==> config.mk <==
export PLATFORM = sky130hd
export DESIGN_NAME = series_datapath
export DESIGN_NICKNAME = d
export VERILOG_FILES = /design/src/rtl/series_pkg.sv /design/src/rtl/series_coef_rom.sv /design/src/rtl/series_datapath.sv
export SDC_FILE = /design/constraint.sdc
export NUM_CORES = 1
export LEC_CHECK = 0
export CAP_MARGIN = 20
export CORE_MARGIN = 3
export CORE_UTILIZATION = 45
export CTS_CLUSTER_DIAMETER = 120
export DETAILED_ROUTE_END_ITERATION = 6
export PLACE_DENSITY = 0.69
export SETUP_SLACK_MARGIN = 0.05
export SYNTH_ARGS = -nofsm -noshare
export SYNTH_HDL_FRONTEND = slang
export SYNTH_SLANG_ARGS = --single-unit
==> constraint.sdc <==
create_clock -name clk -period 10.11 [get_ports clk]
set_input_delay 2.022 -clock clk [delete_from_list [all_inputs] [get_ports clk]]
set_output_delay 2.022 -clock clk [all_outputs]
set_load 0.1 [all_outputs]
==> src/rtl/series_pkg.sv <==
// Shared widths, constants and the 1/k coefficient function for the series datapaths.
// Optional round-half-up multiplier behaviour is selected with SERIES_ROUND_EN in series_datapath.
package series_pkg;

  localparam int FRAC_W  = 16;
  localparam int N_TERMS = 8;
  localparam int CNT_W   = 4;
  localparam int T_W     = FRAC_W + 1;
  localparam int R_W     = FRAC_W + 3;
  localparam int P_W     = 2 * T_W;

  localparam logic [T_W-1:0] ONE = T_W'(1) << FRAC_W;

  // round(2^frac_w / k) for k in 1..n_terms; every other index reads 0
  function automatic int recip(input int k, input int n_terms, input int frac_w);
    if (k < 1 || k > n_terms) begin
      return 0;
    end
    return ((1 << frac_w) + k / 2) / k;
  endfunction

endpackage

==> src/rtl/series_coef_rom.sv <==
// Combinational 1/k lookup indexed by the iteration counter, Q1.16 entries.
// Shared by the series-evaluation datapaths.
module series_coef_rom
  import series_pkg::*;
(
  input  logic [CNT_W-1:0] i_cnt,
  output logic [T_W-1:0]   o_coef
);

  localparam int DEPTH = 1 << CNT_W;

  logic [T_W-1:0] w_table [DEPTH];

  for (genvar gi = 0; gi < DEPTH; gi++) begin : g_tab
    assign w_table[gi] = T_W'(recip(gi, N_TERMS, FRAC_W));
  end

  assign o_coef = w_table[i_cnt];

endmodule

==> src/rtl/series_datapath.sv <==
// Datapath for r = sum (-1)^(k+1) x^k/k! (1 - e^-x), sequenced externally by the controller.
// Define SERIES_ROUND_EN to round the multiplier result half-up instead of truncating.
module series_datapath
  import series_pkg::*;
(
  input  logic              clk,
  input  logic              rst,
  input  logic [FRAC_W-1:0] x_in,
  input  logic              x_ld,
  input  logic              t_init,
  input  logic              t_ld,
  input  logic              sel,
  input  logic              r_init,
  input  logic              r_ld,
  input  logic              as_sel,
  input  logic              cnt_iz,
  input  logic              cnt_en,
  output logic              y_bigger,
  output logic [R_W-1:0]    r_out,
  output logic [T_W-1:0]    t_out
);

`ifdef SERIES_ROUND_EN
  localparam logic [P_W-1:0] RND = P_W'(1) << (FRAC_W - 1);
`else
  localparam logic [P_W-1:0] RND = '0;
`endif

  localparam logic [CNT_W-1:0] CNT_ONE = CNT_W'(1);
  localparam logic [CNT_W-1:0] CNT_MAX = '1;
  localparam logic [CNT_W-1:0] CNT_END = CNT_W'(N_TERMS);

  logic [FRAC_W-1:0] r_x;
  logic [T_W-1:0]    r_t;
  logic [R_W-1:0]    r_r;
  logic [CNT_W-1:0]  r_cnt;

  logic [T_W-1:0]    w_coef;
  logic [T_W-1:0]    w_op;
  logic [T_W-1:0]    w_mult;
  logic [R_W-1:0]    w_t_ext;
  logic [R_W-1:0]    w_sum;

  series_coef_rom u_coef_rom (
    .i_cnt  (r_cnt),
    .o_coef (w_coef)
  );

  assign w_op = sel ? w_coef : {1'b0, r_x};

  // Both operands are <= 1.0, so the Q1.16 slice of the product never overflows
  assign w_mult = T_W'(({{T_W{1'b0}}, r_t} * {{T_W{1'b0}}, w_op} + RND) >> FRAC_W);

  assign w_t_ext = {{(R_W - T_W){1'b0}}, r_t};
  assign w_sum   = as_sel ? (r_r + w_t_ext) : (r_r - w_t_ext);

  always_ff @(posedge clk or negedge rst) begin
    if (!rst) begin
      r_x   <= '0;
      r_t   <= '0;
      r_r   <= '0;
      r_cnt <= '0;
    end else begin
      if (x_ld) begin
        r_x <= x_in;
      end

      if (t_init) begin
        r_t <= ONE;
      end else if (t_ld) begin
        r_t <= w_mult;
      end

      if (r_init) begin
        r_r <= '0;
      end else if (r_ld) begin
        r_r <= w_sum;
      end

      // Counter saturates at all-ones rather than wrapping back into the ROM range
      if (cnt_iz) begin
        r_cnt <= CNT_ONE;
      end else if (cnt_en && (r_cnt != CNT_MAX)) begin
        r_cnt <= r_cnt + CNT_ONE;
      end
    end
  end

  assign y_bigger = (r_cnt >= CNT_END);
  assign r_out    = r_r;
  assign t_out    = r_t;

endmodule

; ---- Word-level counts from Yosys, hierarchy flattened
; Memory sizes are Yosys's and may differ from the RTL's.
; Cells that the tools add are included.
[classes]
eq_ne = 1
mux = 10
n_mul = 1
n_reduce_logical = 4
magnitude_cmp = 2
n_addsub = 3
bitwise_logic = 1
[ops]
columns = op, count
row1 = $mux W17, 5
row2 = $mux W19, 3
row3 = $mul A17 B17 Y33, 1
row4 = $add A19 B17 Y19, 1
row5 = $sub A19 B17 Y19, 1
row6 = $mux W4, 2
row7 = $reduce_bool A2 Y1, 3
row8 = $ge A5 B5 Y1 const B, 1
row9 = $not A4 Y5, 1
row10 = $add A4 B1 Y4 const B, 1
row11 = $ge A4 B4 Y1 const B, 1
row12 = $ne A4 B4 Y1 const B, 1
row13 = $logic_and A1 B1 Y1, 1
[word_totals]
ff_bits = 56
out_inout_bits = 37
n_memories = 1
wordCells = 27
in_bits = 27
romBits = 272
[memory_table]
columns = name, words, word_bits, read_ports, rd_clocked_by_memory_dff, write_ports, line
row1 = (name not given), 16, 17, 1, 0, 0, series_coef_rom.sv:18  ; assign o_coef = w_table[i_cnt];

; ---- Longest topological paths before layout
[logic_depth]
ltp_word = 8
mapped_depth = 28
depth_no_buf = 27

; ---- Modules after synthesis
; A second synthesis with hierarchy kept.
[unflattened]
cells_unflattened = 1500
area_unflattened_um2 = 13274.0
[by_module_without_submodules]
columns = module, n_inst, seq_area_each_um2, cells_per_inst, area_each_um2
row1 = series_datapath, 1, 1401.3, 1465, 13011.2
row2 = series_coef_rom, 1, 0.0, 35, 262.8

; ---- Least setup slack after synthesis
; OpenSTA, ideal clock, no wires.
[synth_path]
kind = in2reg
from = input sel
to = register r_t[12] (netlist: t_out[12])
setup_slack_ns = 1.605
path_stages = 25
arrival_time_ns = 8.384
cell_sequence = clkbuf_1 -> clkbuf_1 -> nand3_1 -> o21ai_1 -> clkbuf_1 -> nand2_1 -> fa_1 -> fa_1 -> fa_1 -> inv_1 -> fa_1 -> fa_1 -> inv_1 -> fa_1 -> inv_1 -> ha_1 -> and2_1 -> a221o_1 -> a31oi_1 -> o31a_4 -> o21a_4 -> o21ai_4 -> a21o_1 -> a211o_1 -> a32o_1
[synth_via]
elab_chain_len = 4
[synth_lines]
columns = item, line
row1 = "start, declared", series_datapath.sv:12  ; input logic sel,
row2 = $mux W17, series_datapath.sv:49  ; assign w_op = sel ? w_coef : {1'b0, r_x};
row3 = $mul A17 B17 Y33, series_datapath.sv:52  ; assign w_mult = T_W'(({{T_W{1'b0}}, r_t} * {{T_W{1'b0}}, w_op} + RND) >> FRAC_W);
row4 = $mux W17, series_datapath.sv:70  ; end else if (t_ld) begin
row5 = $mux W17, series_datapath.sv:68  ; if (t_init) begin
row6 = "end signal, assigned", series_datapath.sv:71  ; r_t <= w_mult;
row7 = "end, declared", series_datapath.sv:34  ; logic [T_W-1:0] r_t;
; No other way between the ends. The select of a mux whose other input is x is not followed.
; A chain may end at the register's enable or synchronous reset.

; ---- Final worst setup path
[layout_path]
from = input sel
to = register r_t[16] (netlist: t_out[16])
; Same word-level chain as after synthesis.

==> qor_table.md <==
| Result | Reported | Unit |
|---|---|---|
| Commonest non-fill, non-tap cells in the layout | sky130_fd_sc_hd__inv_1 (300), sky130_fd_sc_hd__fa_1 (222), sky130_fd_sc_hd__nand2_1 (200) | - |
| Global-route usage over all layers | 22.0 | % |
| Startpoint type of the worst setup path | input port | - |
| First-pass GRT wire length | 54000 | um |
| Setup-violating endpoint count in the final report | 0 | - |
| Final net count | 1877 | - |
| Layout cells sized above 1 | 4.93 | % |
| TNS Setup | 0 | ns |
| Share of the clock period used by the worst path | 91.1 | % |
| Total count of max-transition violations in the final report | 0 | - |
| Worst rel slew slack | 28.9 | % |
| Power per cell area | 190 | nW/um^2 |
| Number of clock sinks | 56 | - |
| Leading cell type in the layout, fill and taps excluded | sky130_fd_sc_hd__inv_1 | - |
| Arrival time of the worst setup path | 9.41 | ns |
| Synth Area in Compound Gates | 8.16 | % |
| Result of the run | finished clean | - |
| Total nets after synthesis | 1843 | - |
| Worst-case reg-to-reg path depth | 26 | - |
| Hold_buf cts | 0 | - |
| Flip-flop cell with the highest count after synthesis | sky130_fd_sc_hd__dfrtp_1 | - |
| Clk root buf | sky130_fd_sc_hd__clkbuf_16 | - |
| Hold violation count in the final report | 0 | - |
| Diodes inserted | 0 | - |
| Share of the yosys chip area belonging to registers | 10.9 | % |
| CP max FO | 12 | - |
| Routed wire length on met2 | 16400 | um |
| Data required time at the worst endpoint | 10.30 | ns |
| Clk_lat worst skew | 0.30 | ns |
| Routed length on met1 | 13300 | um |
| Mapped Avg Cell Area | 8.78 | um^2 |
| Quantity of gates resized following cts | 0 | - |
| Final routed DRC violation total | 0 | - |
| Placer Congestion | 0.907 | - |
| First DRT Iteration DRCs | 541 | - |
| Largest family of logic cells by synthesized area | adder cells | - |
| Adder-cell share of the synthesized area | 47.0 | % |
| Peak VDD IR | 183 | uV |
| Multiplexer fraction of the synthesized cell area | 2.84 | % |
| Synth Cell Area | 12900 | um^2 |
| Half-perimeter wire length of the detailed placement result | 25300 | um |
| Setup fix buffers added after clock tree synthesis | 0 | - |
| Iteration count of the initial detailed-routing pass | 5 | - |
| Worst hold-check path type | register to register | - |
| Simple logic cell fraction of the synthesized area | 17.2 | % |
| Slew at the pin closest to its max-slew limit | 1.07 | ns |
| Cell count after synthesis | 1466 | - |
| Effective utilization at floorplan | 45.9 | % |
| Xor and xnor fraction of the mapped netlist area | 2.99 | % |
| Initial antenna violation count | 0 | - |
| Height of the chip | 175 | um |
| Worst Path Class, Setup | input port to register | - |
| Aggregate global routing overflow | 0 | - |
| TritonCTS clock tree | built | - |
| Number of global-route vias before repair | 10531 | - |
| RSZ-0062 raised after global routing | no | - |
| Met3 routed WL | 1620 | um |
| Via count | 9977 | - |
| Setup skew after layout | 0.00327 | ns |
| EDFF count, synth | 0 | - |
| Proportion of register bits with asynchronous set or reset after synthesis | 100 | % |
| Pin count of the biggest net entering global routing | 57 | - |
| Number of distinct library cell variants in the gate-level netlist after synthesis | 71 | - |
| ANT nets after route | 0 | - |
| Post-synthesis to final-layout area growth | 9.89 | % |
| Core Box Area | 28000 | um^2 |
| Syn. warnings | 0 | - |
| Chip Width | 175 | um |
| Number of synthesized register bits | 56 | - |
| CTS Buf Count | 5 | - |
| Min cycle time layout | 9.21 | ns |
| Cells on Worst Hold Path | 1 | - |
| Highest Signal Layer | met4 | - |
| Routed WL per cell | 17.2 | um |
| Final Core Density | 50.5 | % |
| H-tree lvl count | 2 | - |
| Clock Path Buffers | 2 | - |
| Category of the worst setup path capture point | register | - |
| FMAX | 109 | MHz |
| Vias per Instance | 5.31 | - |
| Buffers on Ports | 63 | - |
| Total Wirelength | 32400 | um |
| Clock input transition at the sequential cells of the worst setup and hold paths | 0.08 | ns |
| Die ar. | 30700 | um^2 |
| Number of standard-cell rows in the floorplan | 61 | - |
| Leakage power | 0.00726 | uW |
| Max-cap viol count | 0 | - |
| Top-Level Pins | 64 | - |
-- cell type report --
type,count,area (um^2)
clock buffers,6,139
clock inverters,2,10.0
flip-flops and latches,56,1400
fillers,2689,13900
well taps,378,473
repair buffers,100,923
inverters,300,1130
multi-input cells,1037,10100
-- layer usage --
metal / up-vias / GRT usage, %
met4: 0 / 6.28
met2: 291 / 39.3
met5: - / 0
li1: 4574 / -
met1: 5046 / 27.7
met3: 66 / 3.00
-- critical path, stage by stage --
cell and delay, ns:
sky130_fd_sc_hd__clkdlybuf4s50_1 0.61, sky130_fd_sc_hd__buf_4 0.29, sky130_fd_sc_hd__nand3_1 0.09, sky130_fd_sc_hd__o21ai_0 0.29, sky130_fd_sc_hd__buf_4 0.30, sky130_fd_sc_hd__and2_1 0.18, sky130_fd_sc_hd__fa_1 0.53, sky130_fd_sc_hd__inv_1 0.05
sky130_fd_sc_hd__fa_1 0.46, sky130_fd_sc_hd__fa_1 0.52, sky130_fd_sc_hd__inv_1 0.06, sky130_fd_sc_hd__fa_1 0.48, sky130_fd_sc_hd__fa_1 0.50, sky130_fd_sc_hd__inv_1 0.05, sky130_fd_sc_hd__fa_1 0.47, sky130_fd_sc_hd__inv_1 0.04
sky130_fd_sc_hd__ha_1 0.31, sky130_fd_sc_hd__and2_1 0.19, sky130_fd_sc_hd__a221o_1 0.30, sky130_fd_sc_hd__a31oi_1 0.32, sky130_fd_sc_hd__o31a_4 0.23, sky130_fd_sc_hd__o21ai_1 0.13, sky130_fd_sc_hd__a2111oi_2 0.41, sky130_fd_sc_hd__nor2_1 0.15
sky130_fd_sc_hd__a211o_1 0.29, sky130_fd_sc_hd__o2111a_1 0.12
-- power by group --
part	switching, uW	total [uW]	leakage, uW	internal (uW)
registers	81.9	352	0.000726	270
clock network	88.4	187	0.0000766	98.3
logic	1360	2150	0.00646	791
-- worst paths after layout --
kind	start	slack, ns	endpoint
hold reg to reg	r_x[10]	0.52	r_x[10]
max in group asynchronous	rst	7.73	r_x[11]
min in group asynchronous	rst	1.86	r_out[14]
setup reg to reg	r_cnt[0]	2.55	t_out[16]
hold / removal	r_x[10]	0.52	r_x[10]
setup / recovery	sel	0.90	t_out[16]
-- synthesized netlist by cell type, types with 8 or more instances --
library cell / number / area share, %
sky130_fd_sc_hd__a31oi_1: 14 / 0.68
sky130_fd_sc_hd__a21oi_1: 33 / 1.3
sky130_fd_sc_hd__o21ai_1: 11 / 0.43
sky130_fd_sc_hd__inv_1: 300 / 8.8
sky130_fd_sc_hd__nor2b_1: 20 / 0.97
sky130_fd_sc_hd__nand2_1: 200 / 5.8
sky130_fd_sc_hd__nand3_1: 14 / 0.54
sky130_fd_sc_hd__nor2_1: 71 / 2.1
sky130_fd_sc_hd__nor3_1: 9 / 0.35
sky130_fd_sc_hd__nand2b_1: 8 / 0.39
sky130_fd_sc_hd__mux2i_1: 23 / 1.8
sky130_fd_sc_hd__o21ai_0: 22 / 0.86
sky130_fd_sc_hd__xnor2_1: 26 / 1.8
sky130_fd_sc_hd__ha_1: 128 / 12
sky130_fd_sc_hd__and2_1: 104 / 5.1
sky130_fd_sc_hd__a21o_1: 13 / 0.76
sky130_fd_sc_hd__xor2_1: 18 / 1.2
sky130_fd_sc_hd__mux2_2: 11 / 0.96
sky130_fd_sc_hd__dfrtp_1: 56 / 11
sky130_fd_sc_hd__fa_1: 222 / 35
sky130_fd_sc_hd__clkbuf_1: 69 / 2.0
-- cell families (layout without fill, tap and decap cells) --
| kind of cell | Yosys count | after routing |
|---|---|---|
| multiplexers | 35 | 35 |
| flip-flops | 56 | 56 |
| AO/OA/AOI/OAI | 149 | 149 |
| XOR/XNOR | 44 | 44 |
| AND/OR/NAND/NOR | 459 | 459 |
| buffers and inverters | 373 | 408 |
| adder cells (fa/ha/maj) | 350 | 350 |
-- metrics by stage --
step,power [uW],hold slack [ns],setup WS (ns),std cells,instance area (um^2)
floorplan,1970,0.473,1.60,1466,12900
global placement,2440,0.493,0.866,1870,14000
detailed placement,2500,0.510,0.692,1870,14000
CTS,2700,0.527,1.00,1878,14100
global route,2970,0.543,0.434,1879,14100
finish,2690,0.520,0.895,1879,14100
-- state kept, by name, indices dropped and copies added (netlist names) --
signal,cells
t_out,17
r_out,19
r_cnt,4
r_x,16
Power figures use the tool's default switching activity.
